[config.mk]
export PLATFORM = sky130hd
export DESIGN_NAME = imm_ext_pipe
export DESIGN_NICKNAME = d
export VERILOG_FILES = /design/src/rtl/imm_ext_pipe.sv
export SDC_FILE = /design/constraint.sdc
export NUM_CORES = 1
export LEC_CHECK = 0
export BUFFER_PORTS_ARGS = -buffer_cell sky130_fd_sc_hd__buf_2
export CORE_MARGIN = 5
export CORE_UTILIZATION = 45
export DETAILED_ROUTE_END_ITERATION = 8
export PLACE_DENSITY_LB_ADDON = 0.25
export SKIP_CTS_REPAIR_TIMING = 1
export SYNTH_ARGS = -nofsm -noshare
export SYNTH_HDL_FRONTEND = slang
export SYNTH_SLANG_ARGS = --single-unit
[constraint.sdc]
create_clock -name clk_i -period 5.5 [get_ports clk_i]
set_clock_uncertainty 0.15 [all_clocks]
set_input_delay 0.825 -clock clk_i [delete_from_list [all_inputs] [get_ports clk_i]]
set_output_delay 0.825 -clock clk_i [all_outputs]
set_load 0.01 [all_outputs]
[src/rtl/imm_ext_pipe.sv]
// Registered immediate-extension stage with a 2-entry skid buffer and valid/ready handshake.
// Optional macro IMM_ZICSR_EN makes select 5 (CSR uimm, zero-extended) valid.
module imm_ext_pipe #(
   parameter int unsigned XLEN      = 32,
   parameter int unsigned TAG_W     = 32,
   parameter int unsigned ERR_CNT_W = 8
) (
   input  logic                 clk_i,
   input  logic                 rst_i,
   input  logic                 in_valid_i,
   output logic                 in_ready_o,
   input  logic [2:0]           imm_sel_i,
   input  logic [31:0]          instr_i,
   input  logic [TAG_W-1:0]     tag_i,
   output logic                 out_valid_o,
   input  logic                 out_ready_i,
   output logic [XLEN-1:0]      imm_o,
   output logic [TAG_W-1:0]     tag_o,
   output logic                 err_o,
   output logic [ERR_CNT_W-1:0] err_cnt_o
);

   typedef enum logic [2:0] {
      SEL_I = 3'd0,
      SEL_S = 3'd1,
      SEL_B = 3'd2,
      SEL_U = 3'd3,
      SEL_J = 3'd4,
      SEL_Z = 3'd5
   } imm_sel_e;

   imm_sel_e               sel;
   logic [31:0]            imm32;
   logic                   ext_err;
   logic [XLEN-1:0]        ext_imm;

   logic                   main_valid;
   logic [XLEN-1:0]        main_imm;
   logic [TAG_W-1:0]       main_tag;
   logic                   main_err;

   logic                   skid_valid;
   logic [XLEN-1:0]        skid_imm;
   logic [TAG_W-1:0]       skid_tag;
   logic                   skid_err;

   logic [ERR_CNT_W-1:0]   err_cnt;
   logic                   in_fire;
   logic                   out_fire;

   assign sel = imm_sel_e'(imm_sel_i);

   always_comb begin
      imm32   = '0;
      ext_err = 1'b0;
      case (sel)
         SEL_I:   imm32 = {{20{instr_i[31]}}, instr_i[31:20]};
         SEL_S:   imm32 = {{20{instr_i[31]}}, instr_i[31:25], instr_i[11:7]};
         SEL_B:   imm32 = {{19{instr_i[31]}}, instr_i[31], instr_i[7],
                           instr_i[30:25], instr_i[11:8], 1'b0};
         SEL_U:   imm32 = {instr_i[31:12], 12'b0};
         SEL_J:   imm32 = {{11{instr_i[31]}}, instr_i[31], instr_i[19:12],
                           instr_i[20], instr_i[30:21], 1'b0};
`ifdef IMM_ZICSR_EN
         SEL_Z:   imm32 = {27'b0, instr_i[19:15]};
`endif
         default: ext_err = 1'b1;
      endcase
   end

   // Widen from bit 31 of the 32-bit result; Z and invalid leave bit 31 clear.
   always_comb begin
      ext_imm       = {XLEN{imm32[31]}};
      ext_imm[31:0] = imm32;
   end

   assign in_ready_o = ~skid_valid & ~rst_i;
   assign in_fire    = in_valid_i & in_ready_o;
   assign out_fire   = main_valid & out_ready_i;

   always_ff @(posedge clk_i or posedge rst_i) begin
      if (rst_i) begin
         main_valid <= 1'b0;
         main_imm   <= '0;
         main_tag   <= '0;
         main_err   <= 1'b0;
         skid_valid <= 1'b0;
         skid_imm   <= '0;
         skid_tag   <= '0;
         skid_err   <= 1'b0;
         err_cnt    <= '0;
      end else begin
         // Main register frees up when drained or empty; the skid entry is older than any input.
         if (out_fire || !main_valid) begin
            if (skid_valid) begin
               main_valid <= 1'b1;
               main_imm   <= skid_imm;
               main_tag   <= skid_tag;
               main_err   <= skid_err;
               skid_valid <= 1'b0;
            end else if (in_fire) begin
               main_valid <= 1'b1;
               main_imm   <= ext_imm;
               main_tag   <= tag_i;
               main_err   <= ext_err;
            end else begin
               main_valid <= 1'b0;
            end
         end else if (in_fire) begin
            skid_valid <= 1'b1;
            skid_imm   <= ext_imm;
            skid_tag   <= tag_i;
            skid_err   <= ext_err;
         end

         if (in_fire && ext_err && (err_cnt != '1)) begin
            err_cnt <= err_cnt + ERR_CNT_W'(1);
         end
      end
   end

   assign out_valid_o = main_valid;
   assign imm_o       = main_imm;
   assign tag_o       = main_tag;
   assign err_o       = main_err;
   assign err_cnt_o   = err_cnt;

endmodule

# Word-level counts from Yosys, hierarchy flattened
# Cells that the tools add are included.
[word_totals]
register_bits = 140
latch_bits = 0
mem_bits_rw = 0
rom_bits = 0
in_bits = 71
output_inout_bits = 75
word_cells = 43
n_memories = 0
[op_classes]
n_addsub = 1
multipliers = 0
div = 0
n_lt_le_gt_ge = 0
n_eq_ne = 5
shift = 0
n_mux = 12
bitwise = 6
reduce_logical = 10
[op_table]
columns = ["op", "n"]
rows = [
  ["$pmux 32 s5", 1],
  ["$mux 32", 4],
  ["$add 8x1->8 const B", 1],
  ["$ne 8x8->1 const B", 1],
  ["$mux 1", 7],
  ["$eq 3x2->1 const B", 2],
  ["$reduce_or 5->1", 1],
  ["$reduce_and 2->1", 2],
  ["$reduce_bool 2->1", 2],
  ["$and 1x1->1", 3],
  ["$eq 3x1->1 const B", 1],
  ["$eq 3x3->1 const B", 1],
  ["$logic_not 3->1", 1],
  ["$not 1->1", 3],
  ["$logic_and 1x1->1", 2],
  ["$logic_not 1->1", 1],
  ["$logic_or 1x1->1", 1],
]

# Longest topological paths before layout
# Gate-level depths: netlist (run 1).
[depth]
word_depth = 5
ltp_mapped = 7
mapped_depth_nobuf = 5

# Least setup slack after synthesis (run 1)
# No wires, ideal clock.
[synth_path]
kind = "in2reg"
start = "in imm_sel_i[1]"
end = "reg err_cnt[5], in the netlist err_cnt_o[5]"
setup_time_ps = 125
t_arrival_ps = 1726
t_required_ps = 5225
slack_ps = 3499
stages = 5
path_buffers = 1
path_cell_list = "buf_4 o21a_2 and4_4 nand3_2 mux2_4"
[synth_between]
elab_chain_cells = 5
word_cells_on_any_way = 9
cone_classes = "eq/ne (4); mux (1); reduce/logical (4)"
[synth_rtl]
columns = ["item", "line_no", "source"]
rows = [
  ["start: declaration", "12", "input logic [2:0] imm_sel_i,"],
  ["$eq 3x3->1 (tied with other cells)", "56", "case (sel)"],
  ["$reduce_or 5->1 (no source line) *", "-", ""],
  ["$mux 1 *", "56", ""],
  ["$logic_and 1x1->1 * (2 in a row)", "116", "if (in_fire && ext_err && (err_cnt != '1)) begin"],
  ["end signal: assignment", "117", "err_cnt <= err_cnt + ERR_CNT_W'(1);"],
  ["end: declaration", "47", "logic [ERR_CNT_W-1:0] err_cnt;"],
]
# Mark *: on every way between the ends. The rest lies on a longest branch, timed or not.
# A chain may end at the register's enable or synchronous reset.

# Worst setup path after layout (run 1)
[layout_path]
start = "reg skid_valid"
end = "reg main_imm[18], in the netlist imm_o[18]"
[layout_between]
elab_chain_cells = 5
word_cells_on_any_way = 6
cone_classes = "mux (1); bitwise (3); reduce/logical (2)"
[layout_rtl]
columns = ["item", "line_no", "source"]
rows = [
  ["start: declaration", "42", "logic skid_valid;"],
  ["start signal: assignment", "87", "skid_valid <= 1'b0;"],
  ["start signal: assignment", "100", "skid_valid <= 1'b0;"],
  ["start signal: assignment", "110", "skid_valid <= 1'b1;"],
  ["$not 1->1", "77", "assign in_ready_o = ~skid_valid & ~rst_i;"],
  ["$and 1x1->1", "77", ""],
  ["$and 1x1->1", "78", "assign in_fire = in_valid_i & in_ready_o;"],
  ["$reduce_bool 2->1 (no source line)", "-", ""],
  ["$reduce_and 2->1 (no source line)", "-", ""],
  ["end signal: assignment", "97", "main_imm <= skid_imm;"],
  ["end signal: assignment", "103", "main_imm <= ext_imm;"],
  ["end: declaration", "38", "logic [XLEN-1:0] main_imm;"],
]
# Several ways; a longest one is shown, not always the timed one.

==> results.txt, run 1 <==
total core area - 13800 µm²
Synth Area in Adders - 0.198%
Max Cap Violations - 0
Syn Area/Cell - 9.37 µm²
DR vias - 5169
YS warnings - 0
remaining antenna violation count - 0
Post-Route WL - 15.6 mm
largest cells by area after synthesis - dfrtp_1 (56%), nand2_1 (12%), mux2i_1 (5.4%)
Routed wire per std cell - 16.0 µm
P&R area growth vs syn - 19.8%
minimum clock period - 3.05 ns
Fin Hold WS - 0.322 ns
fillers - 1248
Post-Syn Area - 6310 µm²
fin util - 54.6%
final total power - 0.00308 W
share of the synthesized area in the top cell type - 55.6%
die height - 128 µm
Gate Count Post-Synth - 673
final-stage net count - 855
GRT Util Overall - 19.4%
clock sink total - 140
Place WS - 2.12 ns
CP Capture Type - flop
vias in the first global route - 5101
CP Data Required Time - 5.67 ns
hold crit path type - flop to flop
Post-synth EDFFs - 0
RSZ-0062 raised after global routing - false
status - finished clean
FF/Latch Area - 3510 µm²
Post-Synth Simple-Gate Area - 18.1%
I/O pins - 146
# rows - 43
Top FF cell, synth - dfrtp_1
kind of critical path - flop to flop
layout cell share with drive strength beyond 1 - 23.6%
Yosys reg bits - 140
largest net degree at the start of global routing - 106
# H-tree levels - 4
Die Footprint - 16500 µm²
Ant. Diodes - 0
GP Congestion - 0.843
sequential area share after synthesis - 55.6%
fmax - 0.328 GHz
clock buffer depth - 2
Die Wd - 128 µm
R2R depth - 3
Crit path arrival time - 3.22 ns
area leader, netlist - dfrtp_1
Max transition margin - 26.8%
Tightest Pin Transition - 1.10 ns
initial DRC count - 272
final critical-path share of the clock period - 55.5%
Yosys cell types - 42
Post-Synth XOR/XNOR Area - 0.694%
final worst slack - 2.45 ns
CTS tree - done
DR vias/cell - 5.30
area of the multi-input gates - 2520 µm²
leakage - 3.61 nW
first-pass GRT wire length - 25.5 mm
Final HPWL DP - 10.2 mm
total CTS buffers - 17
Hold Vio Cnt, Final - 0
initial core utilization - 45.6%
post-synthesis mux area share - 5.99%
Net Count, Synth - 745
largest family of logic cells by synthesized area - simple AND/OR/NAND/NOR gates
Max FO, Critical Path - 71
DRC Markers - 0
first-pass iteration count of the detailed router - 5
Worst Hold Depth - 2
Skew-Pair Late Insertion Delay - 0.41 ns
Port Buffers - 138
complex-gate fraction of the synthesized area - 14.7%
power per cell area - 407 nW/µm²
commonest non-fill, non-tap cells in the layout - nand2_1 (205), dfrtp_1 (139), buf_2 (138)
ys async rst share - 100%
final count of pins violating max slew - 0
Final TNS setup - 0 ns
Final Setup Violations - 0
most common cell after layout, fill and taps aside - nand2_1
total gr overflow - 0
Worst setup SP type - flop
Root Buffer - clkbuf_16
initial antenna violation count - 1
Worst VDD drop - 0.241 mV
Worst-path clk slew - 0.06 ns
## critical path: stages, from the launching register on
cell and delay, ns:
dfrtp_4 1.14, o21a_1 0.79, nand2_1 0.53, o211ai_1 0.32
## path summary, 6_finish.rpt
kind                              start            to  slack, ns
min reg2reg                skid_tag[23]  skid_tag[23]       0.32
max                          skid_valid     imm_o[18]       2.45
max in group asynchronous         rst_i     imm_o[28]       3.63
min                        skid_tag[23]  skid_tag[23]       0.32
max reg2reg                  skid_valid     imm_o[18]       2.45
min in group asynchronous         rst_i   out_valid_o       0.53
## area by class of cell
type | count | share of cell area, %
Multi-Input combinational cell | 479 | 33.3
Clock inverter | 12 | 1.62
Sequential cell | 140 | 46.4
Timing Repair Buffer | 142 | 9.54
Clock buffer | 20 | 5.91
Inverter | 3 | 0.215
Tap cell | 180 | 2.98
## per-stage QoR
stage          std cells  cell area (µm²)
2_1_floorplan        673             6310
3_3_place_gp         944             6990
3_5_place_dp         944             6990
4_1_cts              976             7550
5_1_grt              976             7550
6_report             976             7550
## cells by family after synthesis
group	after synthesis
buf+inv	54
xor+xnor	5
compound gates	166
fa+ha+maj	1
flops	140
mux	37
simple gates	270
## layer usage
layer	global-route usage, %	wire [µm]	vias to the layer above
li1	-	-	2498
met1	26.9	7160	2474
met2	29.6	7100	171
met3	4.82	1070	24
met4	7.18	301	2
met5	0	11	-
## power by group
group          internal (W)  switching [W]  total [W]
Combinational      0.000237       0.000339   0.000576
Sequential          0.00126       0.000143    0.00140
Clock              0.000674       0.000422    0.00110
Total               0.00217       0.000904    0.00308
## flip-flops by register name, indices dropped and copies added (netlist names)
name,count
err_o,1
imm_o,32
skid_valid,1
skid_err,1
skid_tag,32
out_valid_o,1
skid_imm,32
err_cnt_o,8
tag_o,32
## synth_stat cells, types with 4 or more instances
master    count
o21ai_1      60
nand2_1     205
buf_4        14
nor2_1       14
buf_2        18
dfrtp_1     140
nand3_1      30
xnor2_1       5
a21oi_1      42
o21ai_0      28
o211ai_1     13
clkbuf_1     13
mux2i_1      34
a22oi_1       4
a211oi_1     11
Power figures use the tool's default switching activity.
==> run 2, diff against run 1 <==
- clock period: 5.5 -> 3.1 ns (I/O delays scaled with it)
==> results.txt, run 2 (same netlist as run 1, synthesis figures left out) <==
layout cell share with drive strength beyond 1 - 24.5% (+0.88 points)
minimum clock period - 2.35 ns (-0.701 ns)
Max FO, Critical Path - 57 (-20%)
Root Buffer - clkbuf_16
most common cell after layout, fill and taps aside - nand2_1
Worst setup SP type - flop
Tightest Pin Transition - 0.852 ns (-0.246 ns)
largest net degree at the start of global routing - 92 (-13%)
Die Wd - 128 µm (unchanged)
CP Data Required Time - 3.25 ns (-2.42 ns)
GRT Util Overall - 19.7% (+0.32 points)
Final TNS setup - 0 ns (unchanged)
fin util - 55.7% (+1.1 points)
R2R depth - 5 (+2)
total CTS buffers - 17 (unchanged)
total gr overflow - 0 (unchanged)
Worst VDD drop - 0.394 mV (+64%)
die height - 128 µm (unchanged)
# rows - 43 (unchanged)
CP bufs+invs - 1 (+1)
Port Buffers - 138 (unchanged)
Crit. Startpoint - skid_valid
r2r startpoint - skid_valid
DRC Markers - 0 (unchanged)
final critical-path share of the clock period - 75.9% (+20 points)
Met3 Wirelength - 1.06 mm (-1.0%)
reg2reg end - skid_imm[29]
Ant. Diodes - 0 (unchanged)
initial DRC count - 357 (+31%)
clock sink total - 140 (unchanged)
first-pass GRT wire length - 25.7 mm (+0.67%)
Net Switching - 0.00162 W (+79%)
Gate power share - 18.7% (about the same)
# H-tree levels - 4 (unchanged)
R2R setup slack - 0.75 ns (-1.70 ns)
final count of pins violating max slew - 0 (unchanged)
GP Congestion - 0.850 (+0.82%)
Worst Hold Depth - 3 (+1)
leakage - 3.68 nW (+1.9%)
power per cell area - 728 nW/µm² (+79%)
Final HPWL DP - 10.5 mm (+2.6%)
fmax - 0.425 GHz (+30%)
Skew-Pair Late Insertion Delay - 0.42 ns (about the same)
final-stage net count - 864 (+1.1%)
DR vias/cell - 5.31 (+0.26%)
Max Cap Violations - 0 (unchanged)
kind of critical path - flop to flop
CTS tree - done
CP Capture Type - flop
first-pass iteration count of the detailed router - 5 (unchanged)
vias in the first global route - 5058 (-0.84%)
CP endpoint - skid_imm[29]
slowest stage delay, CP - 0.69 ns (-0.45 ns)
Sw Ratio - 28.8% (-0.57 points)
final worst slack - 0.748 ns (-1.70 ns)
Die Footprint - 16500 µm² (unchanged)
RSZ-0062 raised after global routing - false
Int Pwr - 0.00399 W (+84%)
cell family with most CP delay - simple AND/OR/NAND/NOR gates
Place WS - 0.752 ns (-1.37 ns)
Clock power frac - 37.0% (+1.4 points)
critical path's slowest cell - dfrtp_4
crit-path cells - nor2_4 > nand3_4 > buf_4 > nand2_1 > o21ai_1
initial antenna violation count - 1 (unchanged)
initial core utilization - 45.6% (unchanged)
I/O pins - 146 (unchanged)
Hold Vio Cnt, Final - 0 (unchanged)
metal1 wirelength - 7.05 mm (-1.6%)
Crit path arrival time - 2.50 ns (-0.72 ns)
remaining antenna violation count - 0 (unchanged)
clock buffer depth - 2 (unchanged)
met2 wire length - 7.48 mm (+5.4%)
Max transition margin - 43.0% (+16 points)
Routed wire per std cell - 16.1 µm (+0.47%)
P&R area growth vs syn - 22.1%
critical path depth - 5 (+2)
status - finished clean
total core area - 13800 µm² (unchanged)
hold crit path type - primary input to flop
DR vias - 5225 (+1.1%)
Worst-path clk slew - 0.06 ns (about the same)
Seq pwr share - 44.3% (-1.3 points)
top sig layer - met5
Post-Route WL - 15.9 mm (+1.3%)
Final Setup Violations - 0 (unchanged)
commonest non-fill, non-tap cells in the layout - nand2_1 (205), dfrtp_1 (139), buf_2 (138)
fillers - 1235 (-1.0%)
-- run 2: changes by cell type in the layout (fill, tap and decap cells not counted), sizes merged --
cell,change
clkinv,-2
clkinvlp,+1
buf,+8
bufinv,+1
dlygate4sd3,+1
inv,-1
-- run 2: worst min-delay path, delay by kind of cell --
kind | cells | cell delay [ns]
buffers and inverters | 1 | 0.09
AND/OR/NAND/NOR | 2 | 0.09
-- run 2: metal layers --
layer / vias to the layer above / global-route usage, %
met5: - / 0
met1: 2508 / 26.7
met4: 2 / 6.62
met3: 27 / 4.86
met2: 168 / 31.1
li1: 2520 / -
-- run 2: how the worst min path moves through the flow --
| stage | start | endpoint | slack, ns |
|---|---|---|---|
| floorplan | skid_imm[30] | skid_imm[30] | 0.29 |
| global placement | rst_i | out_valid_o | 0.29 |
| detailed placement | rst_i | out_valid_o | 0.29 |
| CTS | rst_i | out_valid_o | -0.16 |
| global route | tag_i[1] | skid_tag[1] | 0.09 |
| finish | tag_i[2] | skid_tag[2] | 0.10 |
-- run 2: cell type report --
type                            instances  area [µm²]  area share [%]
Timing Repair Buffer                  151         828            10.8
Tap cell                              180         225            2.92
Multi-Input combinational cell        479        2520            32.7
Sequential cell                       140        3510            45.5
Clock inverter                         11         143            1.85
Inverter                                3        15.0           0.195
Clock buffer                           20         467            6.06
-- run 2: power by group through the flow --
stage          registers (W)  logic (W)  clock network (W)
5_1_grt              0.00254    0.00118            0.00220
3_3_place_gp         0.00249    0.00103                  0
6_report             0.00249    0.00105            0.00207
3_5_place_dp         0.00251    0.00106                  0
4_1_cts              0.00248    0.00107            0.00212
2_1_floorplan        0.00256   0.000552                  0
-- run 2: metrics by stage --
stage	hold WS, ns	total power (W)	area, µm²	instances
final	0.103	0.00561	7700	984
after global placement	0.285	0.00352	7080	952
after global routing	0.0930	0.00592	7700	984
after detailed placement	0.294	0.00358	7080	952
after CTS	-0.155	0.00568	7690	983
after floorplan	0.295	0.00312	6310	673
==> run 3, diff against run 2 <==
- clock period: 3.1 -> 2.3 ns (I/O delays scaled with it)
==> results.txt, run 3 (same netlist as run 1, synthesis figures left out) <==
Final TNS setup - 0 ns (unchanged)
commonest non-fill, non-tap cells in the layout - nand2_1 (205), dfrtp_1 (139), buf_2 (138)
Die Footprint - 16500 µm² (unchanged)
Worst-path clk slew - 0.06 ns (about the same)
clock buffer depth - 2 (unchanged)
first-pass iteration count of the detailed router - 4 (-1)
Post-Route WL - 16.1 mm (+1.8%)
R2R setup slack - 0.49 ns (-0.26 ns)
DR vias - 5257 (+0.61%)
fillers - 1217 (-1.5%)
Place WS - 0.449 ns (-0.303 ns)
initial DRC count - 439 (+23%)
final critical-path share of the clock period - 82.4%
clock sink total - 140 (unchanged)
total CTS buffers - 17 (unchanged)
I/O pins - 146 (unchanged)
hold crit path type - primary input to flop
remaining antenna violation count - 0 (unchanged)
Tightest Pin Transition - 0.650 ns (-0.202 ns)
Max FO, Critical Path - 63 (+11%)
final count of pins violating max slew - 0 (unchanged)
violated checks - negative hold slack
largest net degree at the start of global routing - 64 (-30%)
Skew-Pair Late Insertion Delay - 0.41 ns (about the same)
die height - 128 µm (unchanged)
CP Capture Type - flop
Max transition margin - 56.7% (+14 points)
# H-tree levels - 4 (unchanged)
# rows - 43 (unchanged)
Worst VDD drop - 0.510 mV (+29%)
most common cell after layout, fill and taps aside - nand2_1
RSZ-0062 raised after global routing - false
final-stage net count - 880 (+1.9%)
GRT Util Overall - 20.2% (+0.48 points)
P&R area growth vs syn - 25.2%
CTS tree - done
r2r startpoint - skid_valid
total gr overflow - 0 (unchanged)
DRC Markers - 0 (unchanged)
status - finished, violations left
GP Congestion - 0.815 (-4.2%)
Crit path arrival time - 2.08 ns (-0.42 ns)
power per cell area - 957 nW/µm² (+31%)
Max Cap Violations - 0 (unchanged)
DR vias/cell - 5.25 (-1.1%)
Final HPWL DP - 10.7 mm (+2.3%)
hold_sp - tag_i[24]
fmax - 0.528 GHz
minimum clock period - 1.89 ns
Worst setup SP type - primary input
Hold Vio Cnt, Final - 8 (+8)
kind of critical path - primary input to flop
initial core utilization - 45.6% (unchanged)
first-pass GRT wire length - 26.3 mm (+2.4%)
vias in the first global route - 5172 (+2.3%)
total core area - 13800 µm² (unchanged)
CP Data Required Time - 2.49 ns (-0.76 ns)
Port Buffers - 138 (unchanged)
Root Buffer - clkbuf_16
leakage - 3.78 nW (+2.6%)
Die Wd - 128 µm (unchanged)
Final Setup Violations - 0 (unchanged)
Routed wire per std cell - 16.1 µm (about the same)
Fin Hold WS - -0.00980 ns (-0.113 ns)
Ant. Diodes - 0 (unchanged)
final worst slack - 0.406 ns (-0.342 ns)
initial antenna violation count - 1 (unchanged)
Crit. Startpoint - rst_i
layout cell share with drive strength beyond 1 - 24.4% (-0.14 points)
-- run 3: critical path: stages --
cell	delay (ns)
dlygate4sd3_1	0.52
buf_2	0.19
nor2b_4	0.07
o21ai_4	0.37
buf_12	0.32
a21oi_1	0.07
a21oi_1	0.17
-- run 3: layout make-up --
type	count	area (µm²)	share of cell area (%)
clock buffers	17	425	5.39
clock inverters	15	174	2.20
inverters	3	15.0	0.190
multi-input cells	479	2520	31.9
flip-flops and latches	140	3510	44.4
well taps	180	225	2.85
repair buffers	167	1030	13.1
-- run 3: through the flow --
stage / total power (W) / instance area, µm² / utilization [%] / cells / hold slack [ns]
final: 0.00756 / 7900 / 57.1 / 1001 / -0.00980
after global routing: 0.00801 / 7900 / 57.1 / 1001 / 0.000196
after CTS: 0.00763 / 7750 / 56.0 / 986 / -0.0553
after detailed placement: 0.00484 / 7150 / 51.7 / 954 / 0.312
after global placement: 0.00476 / 7150 / 51.7 / 954 / 0.306
after floorplan: 0.00420 / 6310 / - / 673 / 0.295
-- run 3: final timing paths --
kind                                      to  depth (start not counted)
min in group asynchronous       skid_imm[21]                          4
worst min register to register   skid_imm[0]                          2
worst min-delay path            skid_tag[24]                          3
worst max-delay path                imm_o[9]                          7
worst max register to register      imm_o[3]                          4
max in group asynchronous          imm_o[11]                          4
-- run 3: layer usage --
layer	track usage [%]	vias to the layer above	wire length [µm]
met3	4.61	16	1050
met5	0	-	7
met1	27.5	2504	7130
met2	32.0	178	7800
li1	-	2557	-
met4	6.74	2	146
-- run 3: where the power goes --
group          switching, W  total (W)  internal (W)
clock               0.00105    0.00275       0.00170
combinational      0.000842    0.00146      0.000613
sequential         0.000329    0.00335       0.00302
total               0.00222    0.00756       0.00533
